$ cat src/rtl/pat_frame_expander_if.sv
// Stream bundle for pat_frame_expander: pattern input stream plus the expanded output stream.
// The slave modport is the expander's view; the master modport is the source/sink side.
interface pat_frame_expander_if #(
  parameter int PATTERN_WIDTH = 32,
  parameter int OUTPUT_WIDTH  = 512
);
  logic [PATTERN_WIDTH-1:0] AXIS_IN_TDATA;
  logic                     AXIS_IN_TVALID;
  logic                     AXIS_IN_TREADY;
  logic [OUTPUT_WIDTH-1:0]  AXIS_OUT_TDATA;
  logic                     AXIS_OUT_TVALID;
  logic                     AXIS_OUT_TLAST;
  logic                     AXIS_OUT_TUSER;
  logic                     AXIS_OUT_TREADY;

  modport slave (
    input  AXIS_IN_TDATA, AXIS_IN_TVALID, AXIS_OUT_TREADY,
    output AXIS_IN_TREADY, AXIS_OUT_TDATA, AXIS_OUT_TVALID, AXIS_OUT_TLAST, AXIS_OUT_TUSER
  );

  modport master (
    output AXIS_IN_TDATA, AXIS_IN_TVALID, AXIS_OUT_TREADY,
    input  AXIS_IN_TREADY, AXIS_OUT_TDATA, AXIS_OUT_TVALID, AXIS_OUT_TLAST, AXIS_OUT_TUSER
  );
endinterface

$ cat src/rtl/pat_frame_expander.sv
// Replicates each input pattern across the output bus as a rows x cycles frame, with a one-deep
// prefetch slot for bubble-free frames. Optional macro PATGEN_ROW_INCREMENT_EN adds the row index to each row's lanes.
module pat_frame_expander #(
  parameter int PATTERN_WIDTH = 32,
  parameter int OUTPUT_WIDTH  = 512,
  parameter int CW            = 16
) (
  input  logic                     clk,
  input  logic                     resetn,
  input  logic [CW-1:0]            cfg_cycles_per_row,
  input  logic [CW-1:0]            cfg_rows_per_frame,
  output logic [PATTERN_WIDTH-1:0] active_pattern,
  output logic                     busy,
  output logic [31:0]              frames_sent,
  pat_frame_expander_if.slave      axis
);
  localparam int NUM_LANES = OUTPUT_WIDTH / PATTERN_WIDTH;

  typedef enum logic {IDLE, RUN} state_t;

  state_t                   state;
  logic [CW-1:0]            cyc, row, cyc_max, row_max;
  logic [CW-1:0]            pend_cyc_max, pend_row_max;
  logic [CW-1:0]            cfg_cyc_max, cfg_row_max;
  logic [PATTERN_WIDTH-1:0] pend_pat;
  logic                     pend_valid, tvalid;
  logic                     in_hs, out_hs, last, first, frame_end;
  logic [PATTERN_WIDTH-1:0] lane_val;
  logic [NUM_LANES-1:0][PATTERN_WIDTH-1:0] lanes;

  // A zero geometry field means one beat/row, so the stored maxima are count-1 clamped at 0.
  assign cfg_cyc_max = (cfg_cycles_per_row == '0) ? '0 : cfg_cycles_per_row - CW'(1);
  assign cfg_row_max = (cfg_rows_per_frame == '0) ? '0 : cfg_rows_per_frame - CW'(1);

  assign in_hs     = axis.AXIS_IN_TVALID & axis.AXIS_IN_TREADY;
  assign out_hs    = tvalid & axis.AXIS_OUT_TREADY;
  assign last      = (cyc == cyc_max);
  assign first     = (cyc == '0) && (row == '0);
  assign frame_end = out_hs & last & (row == row_max);

  // resetn is expected to be released synchronously to clk by the reset controller upstream.
  always_ff @(posedge clk or negedge resetn) begin
    if (!resetn) begin
      state          <= IDLE;
      tvalid         <= 1'b0;
      pend_valid     <= 1'b0;
      pend_pat       <= '0;
      pend_cyc_max   <= '0;
      pend_row_max   <= '0;
      active_pattern <= '0;
      cyc_max        <= '0;
      row_max        <= '0;
      cyc            <= '0;
      row            <= '0;
      frames_sent    <= '0;
    end else if (state == IDLE) begin
      if (in_hs) begin
        active_pattern <= axis.AXIS_IN_TDATA;
        cyc_max        <= cfg_cyc_max;
        row_max        <= cfg_row_max;
        cyc            <= '0;
        row            <= '0;
        tvalid         <= 1'b1;
        state          <= RUN;
      end
    end else begin
      if (out_hs) begin
        if (!last) begin
          cyc <= cyc + CW'(1);
        end else if (row != row_max) begin
          cyc <= '0;
          row <= row + CW'(1);
        end else begin
          frames_sent <= frames_sent + 32'd1;
          cyc         <= '0;
          row         <= '0;
          if (pend_valid) begin
            active_pattern <= pend_pat;
            cyc_max        <= pend_cyc_max;
            row_max        <= pend_row_max;
            pend_valid     <= 1'b0;
          end else if (in_hs) begin
            active_pattern <= axis.AXIS_IN_TDATA;
            cyc_max        <= cfg_cyc_max;
            row_max        <= cfg_row_max;
          end else begin
            tvalid <= 1'b0;
            state  <= IDLE;
          end
        end
      end
      // Geometry is captured with the beat so later cfg changes cannot touch it.
      if (in_hs && !frame_end) begin
        pend_pat     <= axis.AXIS_IN_TDATA;
        pend_cyc_max <= cfg_cyc_max;
        pend_row_max <= cfg_row_max;
        pend_valid   <= 1'b1;
      end
    end
  end

`ifdef PATGEN_ROW_INCREMENT_EN
  assign lane_val = active_pattern + PATTERN_WIDTH'(row);
`else
  assign lane_val = active_pattern;
`endif

  for (genvar i = 0; i < NUM_LANES; i++) begin : g_lane
    assign lanes[i] = lane_val;
  end

  assign axis.AXIS_OUT_TDATA  = lanes;
  assign axis.AXIS_OUT_TVALID = tvalid;
  assign axis.AXIS_OUT_TLAST  = last;
  assign axis.AXIS_OUT_TUSER  = first;
  assign axis.AXIS_IN_TREADY  = resetn & ~pend_valid;
  assign busy                 = (state == RUN) | pend_valid;
endmodule
$ cat src/flat_wrapper.sv
// flat-port wrapper written by rule: the top's interface ports become plain ports
module pat_frame_expander_flat 
#(
  parameter int PATTERN_WIDTH = 32,
  parameter int OUTPUT_WIDTH  = 512,
  parameter int CW            = 16
)
  (clk, resetn, cfg_cycles_per_row, cfg_rows_per_frame, active_pattern, busy, frames_sent, axis_AXIS_IN_TDATA, axis_AXIS_IN_TVALID, axis_AXIS_OUT_TREADY, axis_AXIS_IN_TREADY, axis_AXIS_OUT_TDATA, axis_AXIS_OUT_TVALID, axis_AXIS_OUT_TLAST, axis_AXIS_OUT_TUSER);
  pat_frame_expander_if #(.PATTERN_WIDTH(PATTERN_WIDTH), .OUTPUT_WIDTH(OUTPUT_WIDTH)) axis_i ();
  input  logic clk;
  input  logic resetn;
  input  logic [CW-1:0] cfg_cycles_per_row;
  input  logic [CW-1:0] cfg_rows_per_frame;
  output logic [PATTERN_WIDTH-1:0] active_pattern;
  output logic busy;
  output logic [31:0] frames_sent;
  input wire logic [$bits(axis_i.AXIS_IN_TDATA)-1:0] axis_AXIS_IN_TDATA;
  input wire logic [$bits(axis_i.AXIS_IN_TVALID)-1:0] axis_AXIS_IN_TVALID;
  input wire logic [$bits(axis_i.AXIS_OUT_TREADY)-1:0] axis_AXIS_OUT_TREADY;
  output wire logic [$bits(axis_i.AXIS_IN_TREADY)-1:0] axis_AXIS_IN_TREADY;
  output wire logic [$bits(axis_i.AXIS_OUT_TDATA)-1:0] axis_AXIS_OUT_TDATA;
  output wire logic [$bits(axis_i.AXIS_OUT_TVALID)-1:0] axis_AXIS_OUT_TVALID;
  output wire logic [$bits(axis_i.AXIS_OUT_TLAST)-1:0] axis_AXIS_OUT_TLAST;
  output wire logic [$bits(axis_i.AXIS_OUT_TUSER)-1:0] axis_AXIS_OUT_TUSER;
  assign axis_i.AXIS_IN_TDATA = axis_AXIS_IN_TDATA;
  assign axis_i.AXIS_IN_TVALID = axis_AXIS_IN_TVALID;
  assign axis_i.AXIS_OUT_TREADY = axis_AXIS_OUT_TREADY;
  assign axis_AXIS_IN_TREADY = axis_i.AXIS_IN_TREADY;
  assign axis_AXIS_OUT_TDATA = axis_i.AXIS_OUT_TDATA;
  assign axis_AXIS_OUT_TVALID = axis_i.AXIS_OUT_TVALID;
  assign axis_AXIS_OUT_TLAST = axis_i.AXIS_OUT_TLAST;
  assign axis_AXIS_OUT_TUSER = axis_i.AXIS_OUT_TUSER;
  pat_frame_expander #(.PATTERN_WIDTH(PATTERN_WIDTH), .OUTPUT_WIDTH(OUTPUT_WIDTH), .CW(CW)) u_core (.clk(clk), .resetn(resetn), .cfg_cycles_per_row(cfg_cycles_per_row), .cfg_rows_per_frame(cfg_rows_per_frame), .active_pattern(active_pattern), .busy(busy), .frames_sent(frames_sent), .axis(axis_i));
endmodule
$ cat config.mk
export PLATFORM = sky130hd
export DESIGN_NAME = pat_frame_expander_flat
export DESIGN_NICKNAME = d
export VERILOG_FILES = /design/src/rtl/pat_frame_expander_if.sv /design/src/rtl/pat_frame_expander.sv /design/src/flat_wrapper.sv
export SDC_FILE = /design/constraint.sdc
export NUM_CORES = 1
export LEC_CHECK = 0
export ABC_AREA = 1
export ABC_CLOCK_PERIOD_IN_PS = 3750
export CAP_MARGIN = 20
export CORE_AREA = 2 2 253 255
export CTS_CLUSTER_SIZE = 25
export DETAILED_ROUTE_END_ITERATION = 8
export DIE_AREA = 0 0 255 257
export GPL_TIMING_DRIVEN = 0
export PLACE_DENSITY = 0.63
export SETUP_SLACK_MARGIN = 0.2
export SYNTH_ARGS = -nofsm -noshare
export SYNTH_HDL_FRONTEND = slang
export SYNTH_SLANG_ARGS = --single-unit
$ cat constraint.sdc
create_clock -name clk -period 3.75 [get_ports clk]
set_input_delay 0.75 -clock clk [delete_from_list [all_inputs] [get_ports clk]]
set_output_delay 0.75 -clock clk [all_outputs]
set_load 0.01 [all_outputs]
# Yosys cells after proc, flatten, opt, wreduce, memory -nomap -nowiden
# Index checks and enable logic that the tools add are counted.
word_totals:
  ff_bits: 195
  inputBits: 68
  out_inout_bits: 581
  elab_cells: 96
op_classes:
  n_addsub: 5
  eq_ne: 9
  muxes: 45
  n_bitwise: 8
  reduce_logical: 17
ops:
  columns: ["cell", "n"]
  rows:
  - ["16-bit 2-to-1 mux", 22]
  - ["32-bit 2-to-1 mux", 6]
  - ["16-bit logical NOT", 4]
  - ["16-bit by 1-bit adder with 16-bit output, second input constant", 2]
  - ["32-bit by 1-bit adder with 32-bit output, second input constant", 1]
  - ["16-bit equality test", 2]
  - ["16-bit by 1-bit subtractor with 16-bit output, second input constant", 2]
  - ["1-bit 2-to-1 mux", 17]
  - ["16-bit != test", 1]
  - ["2-bit != test, second input constant", 6]
  - ["4-bit AND reduction", 2]
  - ["3-bit AND reduction", 2]
  - ["6-bit AND reduction", 1]
  - ["2-bit nonzero test", 3]
  - ["1-bit bitwise AND", 5]
  - ["2-bit AND reduction", 2]
  - ["1-bit logical AND", 2]
  - ["1-bit NOT", 2]
  - ["1-bit logical NOT", 1]
  - ["1-bit OR", 1]

# Logic depth before layout (Yosys ltp)
# Gate-level depths: netlist of run 1.
logic_depth:
  word_depth: 9
  depth_mapped: 14
  ltp_nobuf: 12

# Least setup slack after synthesis of run 1
# Ideal clock, no wire load.
synth_timing:
  kind: "input to register"
  start: "input cfg_rows_per_frame[0]"
  end: "register u_core.row_max[0]"
  setup_time_ns: 0.065
  arrival_ns: 2.004
  t_required_ns: 3.685
  slack_ns: 1.681
  stages: 10
  n_path_buf: 1
  cell_sequence: "inv_1 > ha_1 > nand3_1 > nor2_1 > nand2_1 > clkbuf_1 > nand3_1 > a21oi_1 > nand2_1 > nand2_1"
synth_between:
  elab_chain_cells: 8
  elab_cells_between_ends: 9
  classes_between: "add/sub: 1; mux: 7; reduce/logical: 1"
synth_lines:
  columns: ["element", "line_no", "source"]
  rows:
  - ["start: declaration", "flat_wrapper.sv:13", "input logic [CW-1:0] cfg_rows_per_frame;"]
  - ["16-bit by 1-bit subtractor with 16-bit output or 16-bit logical NOT (tied branches)", "pat_frame_expander.sv:33", "assign cfg_row_max = (cfg_rows_per_frame == '0) ? '0 : cfg_rows_per_frame - CW'(1);"]
  - ["16-bit 2-to-1 mux *", "pat_frame_expander.sv:33", null]
  - ["16-bit 2-to-1 mux *", "pat_frame_expander.sv:57, pat_frame_expander.sv:82", null]
  - ["16-bit 2-to-1 mux", "pat_frame_expander.sv:77", "if (pend_valid) begin"]
  - ["16-bit 2-to-1 mux", "pat_frame_expander.sv:70", "end else if (row != row_max) begin"]
  - ["16-bit 2-to-1 mux", "pat_frame_expander.sv:68", "if (!last) begin"]
  - ["16-bit 2-to-1 mux", "pat_frame_expander.sv:67", "if (out_hs) begin"]
  - ["16-bit 2-to-1 mux *", "pat_frame_expander.sv:56", "end else if (state == IDLE) begin"]
  - ["end signal: assignment", "pat_frame_expander.sv:60", "row_max <= cfg_row_max;"]
  - ["end signal: assignment", "pat_frame_expander.sv:80", "row_max <= pend_row_max;"]
  - ["end signal: assignment", "pat_frame_expander.sv:85", "row_max <= cfg_row_max;"]
  - ["end: declaration", "pat_frame_expander.sv:22", "logic [CW-1:0] cyc, row, cyc_max, row_max;"]
# Every way passes the cells marked *; elsewhere a longest branch is shown, timed or not. The select of a mux whose other input is x is not followed.
# A chain may end at the register's enable or synchronous reset.

# Worst setup path after layout of run 1
layout_timing:
  start: "register u_core.row[11]"
  end: "output axis_AXIS_OUT_TUSER"
layout_between:
  elab_chain_cells: 2
layout_lines:
  columns: ["element", "line_no", "source"]
  rows:
  - ["start: declaration", "pat_frame_expander.sv:22", null]
  - ["start signal: assignment", "pat_frame_expander.sv:72", "row <= row + CW'(1);"]
  - ["16-bit logical NOT", "pat_frame_expander.sv:38", "assign first = (cyc == '0) && (row == '0);"]
  - ["1-bit logical AND", "pat_frame_expander.sv:38", null]
  - ["end: declaration", "flat_wrapper.sv:24", "output wire logic [$bits(axis_i.AXIS_OUT_TUSER)-1:0] axis_AXIS_OUT_TUSER;"]
# No other way between the ends.

==> results_dict.tcl, run 1 <==
set metrics [dict create \
    cellPowerDensity_nw_per_um2 228.0 \
    dieWidth_um 255 \
    grt_usage_pct 18.53 \
    crit_required_ns 3.00 \
    maxCapViolations 0 \
    via_per_inst 4.156 \
    synth_cell_type_count 32 \
    die-area_um2 65540 \
    synth_largest_area_cell "dfrtp_1" \
    path_depth 5 \
    p_sw_w 0.001598 \
    grt_pass1_wl_um 92380 \
    worst_ep_arrival_time_ns 2.63 \
    synth_top_area_share_pct 30.61 \
    start_kind "flip-flop" \
    rsz0062_at_grt "false" \
    grt_antenna_before_repair 7 \
    hold_buffers 0 \
    synthesis.nets 2364 \
    grt_pass1_vias 14650 \
    p_clk_share_pct 37.1 \
    cpLargestDelayFamily "simple AND/OR/NAND/NOR gates" \
    worst_slew_pin_slew_ns 1.100 \
    fin_nets 3036 \
    grt_start_max_net_pins 84 \
    drive_gt1_share_pct 21.96 \
    cp_num_buf_inv 2 \
    setup_ws_ns 0.3721 \
    period_share_pct 90.08 \
    drv_slew 0 \
    wl_um 62080 \
    wl_per_cell_um 16.24 \
    ios 649 \
    ys_seq_area_share_pct 30.61 \
    synth-edff-count 0 \
    startpoint "u_core.row[11]$_DFFE_PN0P_" \
    end_kind "output pin" \
    cts.clk_slew.worst_paths_ns 0.08 \
    die_y_um 257 \
    async_reset_ff_share_pct 100.0 \
    power_frac_comb_pct 17.2 \
    slew_headroom_pct 26.64 \
    total_power_w 0.005536 \
    hold_class "in2async" \
    ys.flop_type "dfrtp_1" \
    dp_hpwl_um 49330 \
    reg2reg_slack_ns 1.18 \
    synth_area_leaders "dfrtp_1, buf_4, nand2_1" \
    dp_slack_ns 0.4183 \
    final_common_cell "nand2_1" \
    avgSynthCellArea_um2 6.963 \
    numPortBuffers 648 \
    reg2reg_from "u_core.state$_DFF_PN0_" \
    hold_viol 0 \
    cts_tree "yes" \
    cts.sinks 195 \
    reg2reg_to "u_core.active_pattern[25]$_DFFE_PN0P_" \
    endpoint "axis_AXIS_OUT_TUSER" \
    setup_violations 0 \
    rr_worst_depth 9 \
    period_minus_slack_ns 3.378 \
    p_seq_share_pct 45.7 \
    gp_congestion 0.8957 \
    layout_common_cells "nand2_1, clkdlybuf4s50_1, buf_4" \
    cts_resized 0 \
    power_report.internal_total_w 0.003938 \
    critical_path.cell_chain "clkbuf_2 -> nor4_1 -> nand4_1 -> nor4_1 -> clkdlybuf4s50_1" \
    tns_ns 0 \
    finClkSkew_ns 0.01293 \
    status "finished, final reports clean" \
    path_common_cell "nor4_1" \
    drc 0 \
    area_growth_pct 52.31 \
    clk_path_buf_depth 2 \
    antenna_left 0 \
    slowest_stage "clkdlybuf4s50_1" \
    slowest_delay_ns 0.66 \
    ys_seq_elements 195 \
    clock.fmax_mhz 296.0 \
    p_leak_nw 11.89 \
    via_count 15890 \
    initial_core_util_pct 25.41 \
    grt-ovfl-total 0 \
    cts_setup_buffers 0 \
    clkLatencyLatePin_ns 0.48 \
    path_class "reg2out" \
    htree_num_levels 4 \
    synthCells 2289 \
    drt_iter0_markers 959 \
    row_count 92 \
    yosys_warnings 0 \
    core_um2 62740 \
    cts_buffers 17 \
    vdd_drop_max_uv 354.0 \
    fillCellCount 6498 \
    first_pass_iters 5 \
    clock-root-buffer "clkbuf_16" \
    swShare_pct 28.86 \
    critPathMaxFanout 6 \
    netlist_area_um2 15940 \
]
==> worst register-to-register path, stage by stage (launching register included) <==
cell and delay, ns:
dfrtp_1 0.34, buf_2 0.25, nand2_1 0.23, inv_1 0.11, clkbuf_1 0.47, buf_1 0.59
a21oi_1 0.10, a21oi_1 0.18, nand3b_1 0.13, nand2_1 0.05
==> metrics by stage <==
| step | cell area (um^2) | hold slack [ns] | cells | utilization [%] |
|---|---|---|---|---|
| 2_1_floorplan | 15940 | 0.4345 | 2289 | - |
| 3_3_place_gp | 23480 | 0.4463 | 3783 | 37.43 |
| 3_5_place_dp | 23630 | 0.4506 | 3788 | 37.66 |
| 4_1_cts | 24270 | 0.1609 | 3820 | 38.69 |
| 5_1_grt | 24270 | 0.1819 | 3821 | 38.69 |
| 6_report | 24280 | 0.1636 | 3823 | 38.70 |
==> registers in the layout, summed over array words and instances (netlist names) <==
name and count:
u_core.row 16, u_core.row_max 16, u_core.pend_pat 32, u_core.cyc_max 16
u_core.pend_cyc_max 16, u_core.active_pattern 32, u_core.state 1, u_core.cyc 16
u_core.pend_row_max 16, u_core.pend_valid 1, u_core.axis.AXIS_OUT_TVALID 1, u_core.frames_sent 32
==> final cells by class <==
type	count	area, um^2	share of cell area [%]
repair buffers	653	6629	27.31
well taps	846	1059	4.360
flip-flops and latches	195	4880	20.10
multi-input cells	1351	6232	25.67
inverters	147	551.8	2.273
plain buffers	596	4275	17.61
clock inverters	13	190.2	0.7834
diodes	3	7.507	0.03092
clock buffers	19	452.9	1.866
==> cell families after synthesis <==
kind of cell    share of synthesized area, %
compound gates                         5.377
buf+inv                                30.28
simple gates                           29.60
fa+ha+maj                             0.5495
xor+xnor                               3.572
flops                                  30.61
==> worst min-delay path by stage <==
stage	startpoint	to	slack (ns)
after detailed placement	u_core.pend_row_max[13]$_DFFE_PN0P_	u_core.pend_row_max[13]$_DFFE_PN0P_	0.45
after floorplan	u_core.pend_cyc_max[12]$_DFFE_PN0P_	u_core.pend_cyc_max[12]$_DFFE_PN0P_	0.43
after global placement	u_core.pend_cyc_max[13]$_DFFE_PN0P_	u_core.pend_cyc_max[13]$_DFFE_PN0P_	0.45
after global routing	resetn	u_core.frames_sent[22]$_DFFE_PN0P_	0.18
after CTS	resetn	u_core.frames_sent[14]$_DFFE_PN0P_	0.16
final	resetn	u_core.frames_sent[14]$_DFFE_PN0P_	0.16
==> cells in the mapped netlist (10+ instances only) <==
| library cell | instances |
|---|---|
| nand3b_1 | 10 |
| nand3_1 | 113 |
| buf_6 | 11 |
| nand2_1 | 742 |
| inv_2 | 12 |
| nor3_1 | 35 |
| or2_2 | 18 |
| nand4_1 | 46 |
| dfrtp_1 | 195 |
| nor2_1 | 150 |
| a31o_2 | 27 |
| buf_4 | 513 |
| a21oi_1 | 84 |
| buf_2 | 21 |
| xnor2_1 | 23 |
| clkbuf_1 | 38 |
| xor2_1 | 42 |
| inv_1 | 135 |
| o21ai_0 | 28 |
| buf_1 | 10 |
==> power groups by stage <==
stage               registers [W]  clock network, W  logic (W)
floorplan                 0.00253                 0   0.000658
global placement          0.00256                 0   0.000932
detailed placement        0.00256                 0   0.000959
CTS                       0.00252           0.00209   0.000958
global route              0.00256           0.00216    0.00109
finish                    0.00253           0.00205   0.000952
==> routing by layer <==
| layer | wire (um) | vias to the layer above | track usage, % |
|---|---|---|---|
| li1 | - | 8005 | - |
| met1 | 26960 | 7278 | 24.10 |
| met2 | 30320 | 545 | 32.10 |
| met3 | 3867 | 54 | 2.812 |
| met4 | 879 | 8 | 4.191 |
| met5 | 51 | - | 0 |
Note: power is estimated with default switching activity, not from simulation.
==> inputs of run 2 (changes only) <==
--- a/config.mk
+++ b/config.mk
@@ -15,6 +15,7 @@
 export GPL_TIMING_DRIVEN = 0
 export PLACE_DENSITY = 0.63
 export SETUP_SLACK_MARGIN = 0.2
+export SKIP_CTS_REPAIR_TIMING = 1
 export SYNTH_ARGS = -nofsm -noshare
 export SYNTH_HDL_FRONTEND = slang
 export SYNTH_SLANG_ARGS = --single-unit
==> results of run 2 <==
Final layout, timing and power as in run 1 (identical DEF).
